**config.mk**
```make
export PLATFORM = sky130hd
export DESIGN_NAME = barcode_uart_tx
export DESIGN_NICKNAME = d
export VERILOG_FILES = /design/src/rtl/sale_terminal_pkg.sv /design/src/rtl/uart_tx_byte.sv /design/src/rtl/barcode_uart_tx.sv
export SDC_FILE = /design/constraint.sdc
export NUM_CORES = 1
export LEC_CHECK = 0
export ABC_AREA = 1
export BUFFER_PORTS_ARGS = -buffer_cell sky130_fd_sc_hd__clkbuf_2
export CAP_MARGIN = 15
export CORE_MARGIN = 5
export CORE_UTILIZATION = 45
export CTS_CLUSTER_DIAMETER = 40
export DETAILED_ROUTE_END_ITERATION = 10
export MAX_ROUTING_LAYER = met4
export PLACE_DENSITY = 0.66
export SYNTH_ARGS = -nofsm -noshare
export SYNTH_HDL_FRONTEND = slang
export SYNTH_SLANG_ARGS = --single-unit
```
**constraint.sdc**
```tcl
create_clock -name CLOCK_50 -period 5.28 [get_ports CLOCK_50]
set_clock_uncertainty 0.1 [all_clocks]
set_input_delay 1.32 -clock CLOCK_50 [delete_from_list [all_inputs] [get_ports CLOCK_50]]
set_output_delay 1.32 -clock CLOCK_50 [all_outputs]
set_load 0.05 [all_outputs]
```
**src/rtl/sale_terminal_pkg.sv**
```systemverilog
// Shared constants, FSM state type and character encoders for the sale-terminal barcode transmitter.
// Frame length constants cover both builds (BARCODE_TX_CHECKSUM_EN adds one checksum byte).
package sale_terminal_pkg;

    localparam logic [7:0] ASCII_B     = 8'h42;
    localparam logic [7:0] ASCII_X     = 8'h78;
    localparam logic [7:0] ASCII_CR    = 8'h0D;
    localparam logic [7:0] ASCII_LF    = 8'h0A;
    localparam logic [7:0] ASCII_QMARK = 8'h3F;

    localparam logic [3:0] FRAME_BYTES_BASE = 4'd9;
    localparam logic [3:0] FRAME_BYTES_CSUM = 4'd10;

    typedef enum logic [1:0] {
        IDLE,
        SEND,
        WAIT,
        LAST
    } tx_state_t;

    // Non-BCD digit values are flagged as '?' rather than silently mis-encoded.
    function automatic logic [7:0] digit_ascii(input logic [3:0] d);
        return (d > 4'd9) ? ASCII_QMARK : {4'h3, d};
    endfunction

    function automatic logic [7:0] hex_ascii(input logic [3:0] v);
        return (v > 4'd9) ? (8'h37 + {4'h0, v}) : {4'h3, v};
    endfunction

endpackage

```
**src/rtl/uart_tx_byte.sv**
```systemverilog
// 8N1 byte serialiser: start bit, 8 data bits LSB first, stop bit, each held DIV clocks.
// ready is also high in the final stop-bit cycle so the next byte can follow with no gap.
module uart_tx_byte #(
    parameter int DIV = 434
) (
    input  logic       clock,
    input  logic       reset,
    input  logic       load,
    input  logic [7:0] data,
    output logic       tx,
    output logic       ready
);

    localparam int             CW        = (DIV > 1) ? $clog2(DIV) : 1;
    localparam logic [CW-1:0]  BAUD_LAST = CW'(DIV - 1);

    logic          active;
    logic [3:0]    bit_cnt;
    logic [CW-1:0] baud_cnt;
    logic [9:0]    shreg;
    logic          bit_end;

    assign bit_end = (baud_cnt == BAUD_LAST);
    assign ready   = !active || (bit_end && (bit_cnt == 4'd9));
    assign tx      = active ? shreg[0] : 1'b1;

    always_ff @(posedge clock or posedge reset) begin
        if (reset) begin
            active   <= 1'b0;
            bit_cnt  <= 4'd0;
            baud_cnt <= '0;
        end else if (load && ready) begin
            active   <= 1'b1;
            bit_cnt  <= 4'd0;
            baud_cnt <= '0;
        end else if (active) begin
            if (bit_end) begin
                baud_cnt <= '0;
                if (bit_cnt == 4'd9) begin
                    active <= 1'b0;
                end else begin
                    bit_cnt <= bit_cnt + 4'd1;
                end
            end else begin
                baud_cnt <= baud_cnt + 1'b1;
            end
        end
    end

    // Shift register carries the whole 10-bit symbol; idle line level comes from active.
    always_ff @(posedge clock) begin
        if (load && ready) begin
            shreg <= {1'b1, data, 1'b0};
        end else if (active && bit_end) begin
            shreg <= {1'b1, shreg[9:1]};
        end
    end

endmodule

```
**src/rtl/barcode_uart_tx.sv**
```systemverilog
// Sends "B<d3><d2><d1><d0>x<Q>\r\n" over a UART line on each accepted Start.
// Define BARCODE_TX_CHECKSUM_EN to insert a hex XOR checksum character before CR.
module barcode_uart_tx
    import sale_terminal_pkg::*;
#(
    parameter int CLK_HZ = 50000000,
    parameter int BAUD   = 115200
) (
    input  logic       CLOCK_50,
    input  logic       RESET,
    input  logic       Start,
    input  logic [3:0] Barcode_Digit_0,
    input  logic [3:0] Barcode_Digit_1,
    input  logic [3:0] Barcode_Digit_2,
    input  logic [3:0] Barcode_Digit_3,
    input  logic [3:0] ProductQuantity,
    output logic       TX,
    output logic       Busy,
    output logic       Done
);

    localparam int DIV = CLK_HZ / BAUD;
`ifdef BARCODE_TX_CHECKSUM_EN
    localparam logic [3:0] LAST_IDX = FRAME_BYTES_CSUM - 4'd1;
`else
    localparam logic [3:0] LAST_IDX = FRAME_BYTES_BASE - 4'd1;
`endif

    tx_state_t  state, state_nxt;
    logic [3:0] byte_idx, byte_idx_nxt;
    logic [3:0] load_idx;
    logic [7:0] load_byte;
    logic       load;
    logic       done_nxt;
    logic       tx_ready;
    logic [3:0] dig3, dig2, dig1, dig0, qty;

    assign Busy = (state != IDLE);

    // Byte 0 is a constant, so the frame can start in the same edge that latches the inputs.
    always_ff @(posedge CLOCK_50) begin
        if ((state == IDLE) && Start) begin
            dig3 <= Barcode_Digit_3;
            dig2 <= Barcode_Digit_2;
            dig1 <= Barcode_Digit_1;
            dig0 <= Barcode_Digit_0;
            qty  <= ProductQuantity;
        end
    end

    always_comb begin
        load_byte = ASCII_B;
        case (load_idx)
            4'd1:    load_byte = digit_ascii(dig3);
            4'd2:    load_byte = digit_ascii(dig2);
            4'd3:    load_byte = digit_ascii(dig1);
            4'd4:    load_byte = digit_ascii(dig0);
            4'd5:    load_byte = ASCII_X;
            4'd6:    load_byte = hex_ascii(qty);
`ifdef BARCODE_TX_CHECKSUM_EN
            4'd7:    load_byte = hex_ascii(dig3 ^ dig2 ^ dig1 ^ dig0 ^ qty);
            4'd8:    load_byte = ASCII_CR;
            4'd9:    load_byte = ASCII_LF;
`else
            4'd7:    load_byte = ASCII_CR;
            4'd8:    load_byte = ASCII_LF;
`endif
            default: load_byte = ASCII_B;
        endcase
    end

    always_ff @(posedge CLOCK_50 or posedge RESET) begin
        if (RESET) begin
            state    <= IDLE;
            byte_idx <= 4'd0;
            Done     <= 1'b0;
        end else begin
            state    <= state_nxt;
            byte_idx <= byte_idx_nxt;
            Done     <= done_nxt;
        end
    end

    // SEND marks the first cycle of a freshly issued byte; the next byte is loaded from WAIT
    // in the final stop-bit cycle of the current one.
    always_comb begin
        state_nxt    = state;
        byte_idx_nxt = byte_idx;
        load         = 1'b0;
        load_idx     = byte_idx + 4'd1;
        done_nxt     = 1'b0;
        case (state)
            IDLE: begin
                load_idx = 4'd0;
                if (Start) begin
                    load         = 1'b1;
                    byte_idx_nxt = 4'd0;
                    state_nxt    = SEND;
                end
            end
            SEND: state_nxt = (byte_idx == LAST_IDX) ? LAST : WAIT;
            WAIT: begin
                if (tx_ready) begin
                    load         = 1'b1;
                    byte_idx_nxt = byte_idx + 4'd1;
                    state_nxt    = SEND;
                end
            end
            LAST: begin
                if (tx_ready) begin
                    done_nxt     = 1'b1;
                    byte_idx_nxt = 4'd0;
                    state_nxt    = IDLE;
                end
            end
            default: state_nxt = IDLE;
        endcase
    end

    uart_tx_byte #(
        .DIV(DIV)
    ) u_byte (
        .clock(CLOCK_50),
        .reset(RESET),
        .load (load),
        .data (load_byte),
        .tx   (TX),
        .ready(tx_ready)
    );

endmodule

```
==> results.json, run 1 <==
{
  "status": "completed",
  "area_delta_synth_final_pct": 10.7,
  "synth_fa_ha_area_frac": 0.0594,
  "avgSynthCellArea_sq_um": 8.64,
  "cts_setup_buffers": 0,
  "max_freq_mhz": 349,
  "hold_violations": 0,
  "critical_path_class": "reg2out",
  "cp.arrival_ps": 1440,
  "numClockSinks": 50,
  "slew_headroom": 0.477,
  "htree_num_levels": 2,
  "tightest_slew_ps": 784,
  "core_area_sq_mm": 0.00592,
  "setup_viol": 0,
  "grt-ovfl-total": 0,
  "irDropWorstVdd_v": 0.000146,
  "synth_top_area_frac": 0.307,
  "internal-power_uw": 511,
  "synth.distinct_cells": 36,
  "clk_pin_slew_ps": 90,
  "seq_area_frac_synth": 0.506,
  "io_buffers": 25,
  "antenna_left": 0,
  "drt_drc_violations_left": 0,
  "synth_area_leaders": "edfxtp_1 31%, dfrtp_1 19%, nand2_1 11%, inv_1 6.0%, ha_1 5.9%",
  "cp_max_fo": 6,
  "clock_latency_ps": 300,
  "initialDrtViolationCount": 128,
  "swShare": 0.199,
  "ys_seq_elements": 50,
  "period_minus_slack_ps": 2860,
  "p_per_area_mw_per_mm2": 210,
  "cts_buffers": 5,
  "grt_usage": 0.144,
  "vias": 2086,
  "wire_per_inst_um": 11.5,
  "muxShareOfSynthArea": 0,
  "fp.dieW_um": 88.0,
  "root_buffer": "clkbuf_8",
  "hold_ws_ps": 380,
  "grt_max_degree": 22,
  "place_hpwl_mm": 3.78,
  "critPathRequiredTime_ps": 3860,
  "rsz0062_at_grt": "no",
  "p_comb_frac": 0.017,
  "syn_nets": 353,
  "clockBufferDepth": 2,
  "syn_area_sq_mm": 0.00274,
  "antenna_found_initial": 0,
  "firstDrtPassIters": 4,
  "synth.most_common_cell": "nand2_1",
  "nNetsFinal": 383,
  "pwr-share-clk": 0.339,
  "cts_tree": "built",
  "wl_mm": 4.88,
  "diodes": 0,
  "via_per_inst": 4.93,
  "cts_resized": 0,
  "die-area_sq_mm": 0.00775,
  "synth_common_cells": "81 x nand2_1, 44 x inv_1, 28 x edfxtp_1",
  "synth-xor-area-share": 0.00639,
  "synth_top_family_by_area": "simple AND/OR/NAND/NOR gates",
  "min_path_type": "reg2reg",
  "dieHeight_um": 88.0,
  "synth-simple-area-share": 0.277,
  "synth_top_area_cell": "edfxtp_1",
  "netlist_instances": 317,
  "setup_tns_ps": 0,
  "drive_above_1_share": 0.167,
  "cts_hold_buf": 0,
  "grt_pass1_wl_mm": 8.61,
  "yosysWarningCount": 0,
  "boundaryPins": 26,
  "synth_ff_type": "edfxtp_1",
  "rows": 28,
  "p_sw_uw": 127,
  "initial_utilization": 0.463,
  "synth_compound_area_frac": 0.0731,
  "fin_crit_sh": 0.542,
  "gp_congestion": 0.821,
  "seqPwrFrac": 0.644,
  "worst_setup_path_start_kind": "register",
  "synth-edff-count": 28,
  "setup.worst_path.end_class": "primary output",
  "power.leakage_nw": 1.46,
  "grt_pass1_vias": 2034,
  "maxCapViolCount": 0,
  "drv_slew": 0,
  "async_flop_share": 0.420
}
==> cell type report <==
type | instances | area (sq um)
clock buffer | 7 | 76.3
clock inverter | 1 | 7.51
fill | 584 | 2890
inverter | 53 | 204
multi-input combinational | 212 | 1140
sequential | 50 | 1390
tap | 75 | 93.8
timing repair buffer | 25 | 125
==> cells by family after synthesis <==
kind of cell / count (synthesis)
adders and majority gates: 13
xor gates and xnor gates: 2
and+or+nand+nor: 161
buffers and inverters: 55
DFF: 50
AOI/OAI and AO/OA: 36
==> path summary, 6_finish.rpt <==
| path | cells after the start | endpoint | from | slack [ps] |
|---|---|---|---|---|
| worst max-delay path | 4 | Busy | state[0] | 2420 |
| worst min-delay path | 2 | u_byte.shreg[0] | u_byte.shreg[1] | 380 |
| worst max register to register | 12 | u_byte.shreg[2] | state[0] | 2970 |
| worst min register to register | 2 | u_byte.shreg[0] | u_byte.shreg[1] | 380 |
| max in group asynchronous | 2 | state[1] | RESET | 3550 |
| min in group asynchronous | 2 | u_byte.bit_cnt[0] | RESET | 1030 |
==> cells in the final DEF (no fill, tap or decap), drive strengths merged, types with 3 or more instances in the layout <==
| master | instances |
|---|---|
| dfrtp | 21 |
| nand3 | 19 |
| a21oi | 12 |
| o21ai | 18 |
| nand2 | 89 |
| inv | 53 |
| ha | 13 |
| nand4 | 15 |
| clkbuf | 32 |
| nor3 | 5 |
| nor3b | 3 |
| nor2 | 25 |
| edfxtp | 28 |
==> per-layer routing <==
| metal | share of wire | global-route usage |
|---|---|---|
| met4 | 0.0092 | 0.0412 |
| met3 | 0.038 | 0.0282 |
| met5 | 0 | - |
| met1 | 0.46 | 0.174 |
| met2 | 0.49 | 0.247 |
==> sequential cells by signal, summed over array words and instances, names as in the netlist, 2 cells and up <==
| name | flops |
|---|---|
| u_byte.shreg | 9 |
| dig1 | 4 |
| u_byte.baud_cnt | 9 |
| dig3 | 4 |
| state | 2 |
| qty | 4 |
| dig0 | 4 |
| u_byte.bit_cnt | 4 |
| byte_idx | 4 |
| dig2 | 4 |
==> power groups by stage <==
| stage | Combinational (mW) | Sequential, mW | Clock [mW] |
|---|---|---|---|
| floorplan | 0.00241 | 0.420 | 0 |
| global placement | 0.0107 | 0.420 | 0 |
| detailed placement | 0.0113 | 0.420 | 0 |
| CTS | 0.0113 | 0.411 | 0.224 |
| global route | 0.0127 | 0.411 | 0.240 |
| finish | 0.0107 | 0.411 | 0.216 |
==> worst max-delay path, cell delays in order (launching register included) <==
cell and delay (ps):
dfrtp_1 420, inv_1 80, ha_1 240, inv_2 120
clkbuf_2 300
==> metrics by stage <==
| stage | setup WS (ps) | instance area (sq um) | total power, mW | utilization | std cells |
|---|---|---|---|---|---|
| floorplan | 2770 | 2740 | 0.422 | - | 317 |
| global placement | 2480 | 2950 | 0.430 | 0.498 | 415 |
| detailed placement | 2450 | 2950 | 0.431 | 0.498 | 415 |
| CTS | 2400 | 3030 | 0.646 | 0.512 | 423 |
| global route | 2300 | 3030 | 0.664 | 0.512 | 423 |
| finish | 2420 | 3030 | 0.638 | 0.512 | 423 |
Note: power is estimated with default switching activity, not from simulation.
==> run 2: changes to the inputs <==
==> constraint.sdc (replaced) <==
create_clock -name CLOCK_50 -period 2.8 [get_ports CLOCK_50]
set_clock_uncertainty 0.1 [all_clocks]
set_input_delay 0.7 -clock CLOCK_50 [delete_from_list [all_inputs] [get_ports CLOCK_50]]
set_output_delay 0.7 -clock CLOCK_50 [all_outputs]
set_load 0.05 [all_outputs]
==> run 2 against run 1 <==
  * Cell count grew 0.24%
  * Die area is the same
  * Clock power grew 100%
  * Flip-flop and latch count is the same
==> results.json, run 2 (synthesis results as in run 1) <==
{
  "slew_headroom": 0.463,
  "drv_slew": 0,
  "via_per_inst": 4.88,
  "die-area_sq_mm": 0.00775,
  "clock_latency_ps": 310,
  "layout_commonest_cell": "nand2_1",
  "setup.worst_path.end_class": "primary output",
  "worst_setup_path_start_kind": "register",
  "cts_tree": "built",
  "drive_above_1_share": 0.175,
  "antenna_left": 0,
  "worstSetupStartpoint": "state[0]",
  "max_freq_mhz": 441,
  "grt-ovfl-total": 0,
  "fin_crit_sh": 0.811,
  "cp_max_fo": 6,
  "hold_violations": 0,
  "irDropWorstVdd_v": 0.000257,
  "p_sw_uw": 262,
  "grt_pass1_wl_mm": 8.59,
  "cts_setup_buffers": 0,
  "vias": 2068,
  "rows": 28,
  "area_delta_synth_final_pct": 11.3,
  "grt_use_met3": 0.0376,
  "cp.arrival_ps": 1470,
  "clk_pin_slew_ps": 100,
  "p_per_area_mw_per_mm2": 403,
  "min_path_type": "reg2reg",
  "p_comb_frac": 0.016,
  "initial_utilization": 0.463,
  "setup_tns_ps": 0,
  "status": "completed",
  "cts_hold_buf": 0,
  "drt_drc_violations_left": 0,
  "wire_per_inst_um": 11.5,
  "gp_congestion": 0.910,
  "htree_num_levels": 2,
  "fp.dieW_um": 88.0,
  "boundaryPins": 26,
  "pwr-share-clk": 0.352,
  "diodes": 0,
  "cts_resized": 0,
  "grt_pass1_vias": 2045,
  "place_area_sq_mm": 0.00296,
  "dieHeight_um": 88.0,
  "antenna_found_initial": 0,
  "busiest_layer": "met2",
  "min_from": "u_byte.shreg[1]",
  "core_area_sq_mm": 0.00592,
  "final_cell_area_sq_mm": 0.00305,
  "internal-power_uw": 965,
  "grt_max_degree": 22,
  "power.leakage_nw": 1.47,
  "reg_top3": "u_byte.baud_cnt x9, u_byte.shreg x9",
  "rsz0062_at_grt": "no",
  "maxCapViolCount": 0,
  "critical_path_class": "reg2out",
  "firstDrtPassIters": 4,
  "clockBufferDepth": 2,
  "seqPwrFrac": 0.632,
  "wl_mm": 4.86,
  "root_buffer": "clkbuf_8",
  "critPathRequiredTime_ps": 2000,
  "initialDrtViolationCount": 108,
  "swShare": 0.214,
  "place_hpwl_mm": 3.80,
  "grt_usage": 0.147,
  "final_cell_mix": "81 x nand2_1, 44 x inv_1, 28 x edfxtp_1",
  "nNetsFinal": 384,
  "use_met1": 0.177,
  "setup_viol": 0,
  "io_buffers": 25,
  "period_minus_slack_ps": 2270,
  "cts_buffers": 5,
  "grtUsageMet2": 0.240,
  "numClockSinks": 50,
  "tightest_slew_ps": 804,
  "reg2reg_from": "state[0]"
}
-- run 2: changes by cell type in the layout (fill, tap and decap cells not counted), sizes merged --
cell | before | now
clkbuf | 32 | 30
clkinvlp | 1 | 2
buf | 0 | 1
inv | 53 | 54
-- run 2: power groups by stage --
stage               logic [mW]  registers, mW  clock network, mW
floorplan              0.00454          0.791                  0
global placement        0.0204          0.791                  0
detailed placement      0.0209          0.791                  0
CTS                     0.0210          0.775              0.448
global route            0.0236          0.776              0.482
finish                  0.0200          0.775              0.432
-- run 2: worst max-delay path, stage by stage (launching register included) --
cell and delay (ps):
dfrtp_1 430, inv_1 80, ha_1 240, inv_2 120, clkbuf_2 300
-- run 2: metrics by stage --
stage          hold WS, ps  setup slack [ps]  utilization  std cells  total power, mW
6_report               352               530        0.515        424             1.23
5_1_grt                391               316        0.515        424             1.28
4_1_cts                359               507        0.515        424             1.24
3_5_place_dp           334               577        0.499        416            0.812
3_3_place_gp           322               648        0.499        416            0.812
2_1_floorplan          318               670            -        317            0.796
-- run 2: worst paths after layout --
path / to / slack (ps) / cells after the start
max: Busy / 530 / 4
min: u_byte.shreg[0] / 350 / 2
max reg2reg: u_byte.shreg[2] / 570 / 12
min reg2reg: u_byte.shreg[0] / 350 / 2
max in group asynchronous: u_byte.active / 1680 / 2
min in group asynchronous: byte_idx[1] / 410 / 2
-- run 2: routing by layer --
layer,vias up,wire length [um]
met5,-,0
met4,0,74
met3,8,273
met2,35,2250
met1,922,2260
li1,1103,-
-- run 2: area by class of cell --
cell class	instances	area (sq um)
fillers	567	2870
clock buffers	5	68.8
inverters	53	204
multi-input cells	212	1140
flip-flops and latches	50	1390
repair buffers	26	133
well taps	75	93.8
clock inverters	3	23.8
